### src/rtl/dla_feeder_pkg.sv
// Shared types and widths for the DLA row feeder: FSM states, count width and
// default beat geometry.
package dla_feeder_pkg;

  typedef enum logic [1:0] {
    IDLE,
    STREAM,
    DONE
  } feeder_state_e;

  localparam int unsigned CNT_W      = 12;
  localparam int unsigned DEF_DATA_W = 16;
  localparam int unsigned DEF_LANES  = 4;
  localparam int unsigned BEAT_W     = DEF_DATA_W * DEF_LANES;

  // Beats in a transfer; 255 bursts of 16 still fit in CNT_W bits.
  function automatic logic [CNT_W-1:0] burst_total(input logic [7:0] num_bursts,
                                                   input int unsigned burst_len);
    return CNT_W'(num_bursts) * CNT_W'(burst_len);
  endfunction

endpackage

### src/rtl/dla_fifo_if.sv
// Push/pop port bundle between the feeder controller and its beat FIFO.
interface dla_fifo_if #(
  parameter int unsigned W = 64
);
  logic         push;
  logic         pop;
  logic [W-1:0] wdata;
  logic [W-1:0] rdata;
  logic         full;
  logic         empty;

  modport master (output push, pop, wdata, input rdata, full, empty);
  modport slave  (input push, pop, wdata, output rdata, full, empty);
endinterface

### src/rtl/dla_feeder_fifo.sv
// Show-ahead beat FIFO: rdata always presents the head entry; pointers carry a
// wrap bit so full and empty are distinguishable without a counter.
module dla_feeder_fifo #(
  parameter int unsigned W     = 64,
  parameter int unsigned DEPTH = 8
) (
  input  logic       clk,
  input  logic       i_reset,
  dla_fifo_if.slave  f
);
  localparam int unsigned AW = (DEPTH > 1) ? $clog2(DEPTH) : 1;

  logic [AW:0]  wptr_q, rptr_q;
  logic [W-1:0] mem_q [DEPTH];
  logic         wr_en, rd_en;

  assign f.empty = (wptr_q == rptr_q);
  assign f.full  = (wptr_q[AW] != rptr_q[AW]) && (wptr_q[AW-1:0] == rptr_q[AW-1:0]);
  assign f.rdata = mem_q[rptr_q[AW-1:0]];

  // A pop in the same cycle frees the slot, so a push into a full FIFO lands.
  assign wr_en = f.push && (!f.full || f.pop);
  assign rd_en = f.pop && !f.empty;

  always_ff @(posedge clk or posedge i_reset) begin
    if (i_reset) begin
      wptr_q <= '0;
      rptr_q <= '0;
    end else begin
      if (wr_en) wptr_q <= wptr_q + (AW+1)'(1);
      if (rd_en) rptr_q <= rptr_q + (AW+1)'(1);
    end
  end

  always_ff @(posedge clk) begin
    if (wr_en) mem_q[wptr_q[AW-1:0]] <= f.wdata;
  end

endmodule

### src/rtl/ddr_lane_feeder.sv
// Streams memory beats through a small FIFO into a held output register that
// drives the four lane words of one DLA row, framed by a start/done transfer.
module ddr_lane_feeder
  import dla_feeder_pkg::*;
#(
  parameter int unsigned DATA_W     = 16,
  parameter int unsigned LANES      = 4,
  parameter int unsigned BURST_LEN  = 16,
  parameter int unsigned FIFO_DEPTH = 8
) (
  input  logic                    clk,
  input  logic                    i_reset,
  input  logic                    i_start,
  input  logic [7:0]              i_num_bursts,
  input  logic                    i_mem_valid,
  input  logic [DATA_W*LANES-1:0] i_mem_data,
  output logic                    o_mem_ready,
  output logic [DATA_W-1:0]       o_ddr_0,
  output logic [DATA_W-1:0]       o_ddr_1,
  output logic [DATA_W-1:0]       o_ddr_2,
  output logic [DATA_W-1:0]       o_ddr_3,
  output logic                    o_lane_valid,
  input  logic                    i_lane_stall,
  output logic                    o_busy,
  output logic                    o_done
);
  localparam int unsigned BW = DATA_W * LANES;

  feeder_state_e    state_q;
  logic [CNT_W-1:0] total_q, acc_cnt_q, pop_cnt_q;
  logic [CNT_W-1:0] total_d, acc_cnt_d, pop_cnt_d;
  logic [BW-1:0]    out_q;
  logic             lane_valid_q;
  logic             push, pop, consumed;

  dla_fifo_if #(.W(BW)) fifo_bus ();

  dla_feeder_fifo #(
    .W     (BW),
    .DEPTH (FIFO_DEPTH)
  ) u_fifo (
    .clk     (clk),
    .i_reset (i_reset),
    .f       (fifo_bus)
  );

  assign total_d   = burst_total(i_num_bursts, BURST_LEN);
  assign acc_cnt_d = acc_cnt_q + CNT_W'(1);
  assign pop_cnt_d = pop_cnt_q + CNT_W'(1);

  assign o_mem_ready = (state_q == STREAM) && !fifo_bus.full && (acc_cnt_q < total_q);
  assign push        = i_mem_valid && o_mem_ready;
  // The output register is free when empty or when its word leaves this cycle.
  assign consumed    = !lane_valid_q || !i_lane_stall;
  assign pop         = (state_q == STREAM) && !fifo_bus.empty && consumed;

  assign fifo_bus.push  = push;
  assign fifo_bus.pop   = pop;
  assign fifo_bus.wdata = i_mem_data;

  always_ff @(posedge clk or posedge i_reset) begin
    if (i_reset) begin
      state_q      <= IDLE;
      total_q      <= '0;
      acc_cnt_q    <= '0;
      pop_cnt_q    <= '0;
      out_q        <= '0;
      lane_valid_q <= 1'b0;
    end else begin
      case (state_q)
        IDLE: begin
          if (i_start) begin
            total_q   <= total_d;
            acc_cnt_q <= '0;
            pop_cnt_q <= '0;
            state_q   <= (total_d == '0) ? DONE : STREAM;
          end
        end
        STREAM: begin
          if (push) acc_cnt_q <= acc_cnt_d;
          if (pop_cnt_q == total_q && consumed) state_q <= DONE;
        end
        DONE:    state_q <= IDLE;
        default: state_q <= IDLE;
      endcase

      if (pop) begin
        out_q        <= fifo_bus.rdata;
        lane_valid_q <= 1'b1;
        pop_cnt_q    <= pop_cnt_d;
      end else if (lane_valid_q && !i_lane_stall) begin
        lane_valid_q <= 1'b0;
      end
    end
  end

  assign o_ddr_0      = out_q[0*DATA_W +: DATA_W];
  assign o_ddr_1      = out_q[1*DATA_W +: DATA_W];
  assign o_ddr_2      = out_q[2*DATA_W +: DATA_W];
  assign o_ddr_3      = out_q[3*DATA_W +: DATA_W];
  assign o_lane_valid = lane_valid_q;
  assign o_busy       = (state_q != IDLE);
  assign o_done       = (state_q == DONE);

endmodule

### config.mk
export PLATFORM = sky130hd
export DESIGN_NAME = ddr_lane_feeder
export DESIGN_NICKNAME = d
export VERILOG_FILES = /design/src/rtl/dla_feeder_pkg.sv /design/src/rtl/dla_fifo_if.sv /design/src/rtl/dla_feeder_fifo.sv /design/src/rtl/ddr_lane_feeder.sv
export SDC_FILE = /design/constraint.sdc
export NUM_CORES = 1
export LEC_CHECK = 0
export CORE_MARGIN = 8
export CORE_UTILIZATION = 59
export DETAILED_ROUTE_END_ITERATION = 12
export PLACE_DENSITY = 0.77
export SLEW_MARGIN = 20
export SYNTH_ARGS = -nofsm -noshare
export SYNTH_HDL_FRONTEND = slang
export SYNTH_HIERARCHICAL = 1
export SYNTH_SLANG_ARGS = --single-unit
### constraint.sdc
create_clock -name clk -period 10.31 [get_ports clk]
set_input_delay 1.031 -clock clk [delete_from_list [all_inputs] [get_ports clk]]
set_output_delay 1.031 -clock clk [all_outputs]
set_load 0.02 [all_outputs]
==> metrics.txt <==
Syn-to-layout area delta 15.9%; CTS resizes 0; Worst R2R Start u_fifo/rptr_q[2]$_DFFE_PP0P_; die area 47,700 um2; Worst slew margin 24.8%; Clk pin slew, worst setup/hold paths 0.06 ns; CP Launch Point u_fifo/rptr_q[2]$_DFFE_PP0P_; Worst-Margin Slew 1.13 ns; Hold Crit Start out_q[52]$_DFFE_PP0P_; CP cell instances buf_4 -> xnor2_1 -> nand3_1 -> nor2_1 -> nand3b_4 -> clkinv_2 -> buf_4 -> o31ai_1 -> nor3_2 -> buf_4; setup_tns 0 ns; Logic pwr share 31.8%; total CTS buffers 58; vias in the first global route 12,900; Cells after DPL 1,926; CP bufs+invs 4; post-synthesis average cell area 18.7 um2; Cells after Synth 1,294; count of pins over their slew limit 0; post-route cell area 28,000 um2; EDFF count, synth 512; Worst EP arrival 5.62 ns; crit-path max cell delay 0.86 ns; Die W 218 um; clock power share 25.2%; layout cells sized above 1 21.0%; Cell Count, Final, Fillers Out 2,038; pwr dens 295 nW/um2; sequential power share 43.0%; first-pass iteration count of the detailed router 5; DR DRC count 0; RSZ-0062 raised after global routing false; global-route wire length before repair 75,100 um; syn nets 1,383; P_int 0.00568 W; CP Launch Type register; Psw 0.00258 W; Worst setup EP type register; setup bufs post-CTS 0; Placer Congestion 0.797; R2R Setup Slk 4.91 ns; initial core utilization 59.5%; largest net degree at the start of global routing 81; GRT Util Overall 20.6%; slowest stage cell, crit path buf_4; CORE AREA 40,600 um2; Post-Syn Area 24,200 um2; clock skew 0.0187 ns; Max VDD drop 0.219 mV; Async SR Flop Fraction 17.3%; Vias 12,100; leakage 9.70 nW; crit path max fanout 80; number of max-cap violations 0; DIE HEIGHT 218 um; CTS tree done; Final Hold Vio Count 0; most frequent cell on the critical path buf_4; CTS Hold Buffers Added 0; Top Ports 145; highest clock rate 185 MHz; clock root buffer clkbuf_16; delay-heaviest family, CP buffers and inverters; via/cell ratio 5.94; grt total ovfl 0; Port Buf Inserts 144; Yosys cell types 50; WP data required 10.52 ns; Power, Total 0.00826 W; Wirelength per Cell 23.7 um; period utilisation layout 52.4%; WS Path Type register to register; DPL Wire Length 26,100 um; Post-synth top flop edfxtp_1; initial DRC count 887; Site Rows 74; antenna viol nets, final 0; initial antenna violation count 4; Max clock buf depth 3; Seq/Total Area, Yosys 74.6%; Final min period 5.40 ns; Nets 1,543; clk sinks 619; switch share 31.3%; H-Tree Depth 2; Tightest Hold Check Type register to register; register bit total from synthesis 619; # setup viols final 0; Skew-Pair Late Insertion Delay 0.60 ns; outcome complete, no violations; Post-Route WL 48,300 um; Yosys warning count 6; Area after DPL 26,200 um2
==> worst register-to-register path, stage by stage, from the launching register on <==
cell and delay (ns):
dfrtp_4 0.39, buf_4 0.84, xnor2_1 0.19, nand3_1 0.37
nor2_1 0.12, nand3b_4 0.75, clkinv_2 0.20, buf_4 0.76
o31ai_1 0.33, nor3_2 0.18, buf_4 0.86
==> routing by layer <==
metal	global-route usage [%]	share of wire, %
met4	5.37	1.7
met2	36.1	53
met1	26.6	40
met5	0	0.041
met3	3.54	5.7
==> cell type report <==
type                    count  area [um2]
diodes                      3        7.51
flip-flops and latches    619       18100
clock buffers              76        1560
multi-input cells         597        5790
well taps                 532         666
inverters                  16        63.8
fillers                  2499       12600
repair buffers            162        1580
clock inverters            33         299
==> power groups by stage <==
stage | clock (W) | combinational [W] | sequential (W)
detailed placement | 0 | 0.00265 | 0.00360
global route | 0.00221 | 0.00285 | 0.00361
CTS | 0.00212 | 0.00268 | 0.00356
finish | 0.00208 | 0.00263 | 0.00356
global placement | 0 | 0.00261 | 0.00357
floorplan | 0 | 0.00179 | 0.00366
==> cell usage after synthesis (all sizes together), types with 8 or more instances <==
cell type / instances / area [um2]
ha: 12 / 150
xnor2: 18 / 158
nor2: 16 / 60.1
nand4: 11 / 75.1
mux4: 128 / 2880
o21ai: 19 / 95.1
edfxtp: 512 / 15400
buf: 36 / 241
nand3: 20 / 100
clkbuf: 26 / 97.6
inv: 16 / 60.1
nor4: 8 / 50.1
mux2: 66 / 743
nand2: 223 / 837
dfrtp: 107 / 2680
nor3: 10 / 50.1
==> cells by family (layout without fill, tap and decap cells) <==
| logic type | Yosys count | count (layout) | share of synthesized area [%] |
|---|---|---|---|
| AO/OA/AOI/OAI | 52 | 52 | 1.57 |
| XOR/XNOR | 19 | 19 | 0.688 |
| adder cells (fa/ha/maj) | 12 | 12 | 0.621 |
| buffers and inverters | 78 | 287 | 1.65 |
| flip-flops | 619 | 619 | 74.6 |
| multiplexers | 196 | 196 | 15.1 |
| other | 0 | 3 | 0 |
| AND/OR/NAND/NOR | 318 | 318 | 5.75 |
==> registers in the layout, indices dropped and copies added, names as in the netlist <==
register and cells:
u_fifo/mem_q 512, out_q 64, acc_cnt_q 12, pop_cnt_q 12
total_q 8, u_fifo/rptr_q 4, u_fifo/wptr_q 4, state_q 2
o_lane_valid 1
==> final timing paths <==
path	to	cells after the start
max in group asynchronous	out_q[27]$_DFFE_PP0P_	3
setup / recovery	u_fifo/mem_q[2][22]$_DFFE_PP_	10
hold / removal	out_q[52]$_DFFE_PP0P_	2
min in group asynchronous	u_fifo/rptr_q[0]$_DFFE_PP0P_	2
setup reg to reg	u_fifo/mem_q[2][22]$_DFFE_PP_	10
hold reg to reg	out_q[52]$_DFFE_PP0P_	2
==> placed cells by master, fill, tap and decap left out, types with 14 or more instances in the layout <==
cell / Yosys / routed
edfxtp_1: 512 / 512
nand2_1: 223 / 223
clkdlybuf4s50_1: 0 / 144
mux4_2: 128 / 128
dfrtp_1: 107 / 104
mux2_2: 66 / 66
clkbuf_16: 0 / 59
nand3_1: 20 / 20
o21ai_0: 18 / 18
xnor2_1: 18 / 18
buf_4: 1 / 18
nor2_1: 16 / 15
clkbuf_1: 26 / 15
inv_1: 15 / 14
==> stage by stage <==
stage | worst slack, ns | hold WS, ns | utilization (%)
after floorplan | 0.917 | 0.469 | -
after global placement | 4.99 | 0.460 | 64.4
after detailed placement | 4.86 | 0.462 | 64.4
after CTS | 4.82 | 0.480 | 68.9
after global routing | 4.50 | 0.501 | 68.9
final | 4.91 | 0.476 | 69.0
Note: power is estimated with default switching activity, not from simulation.
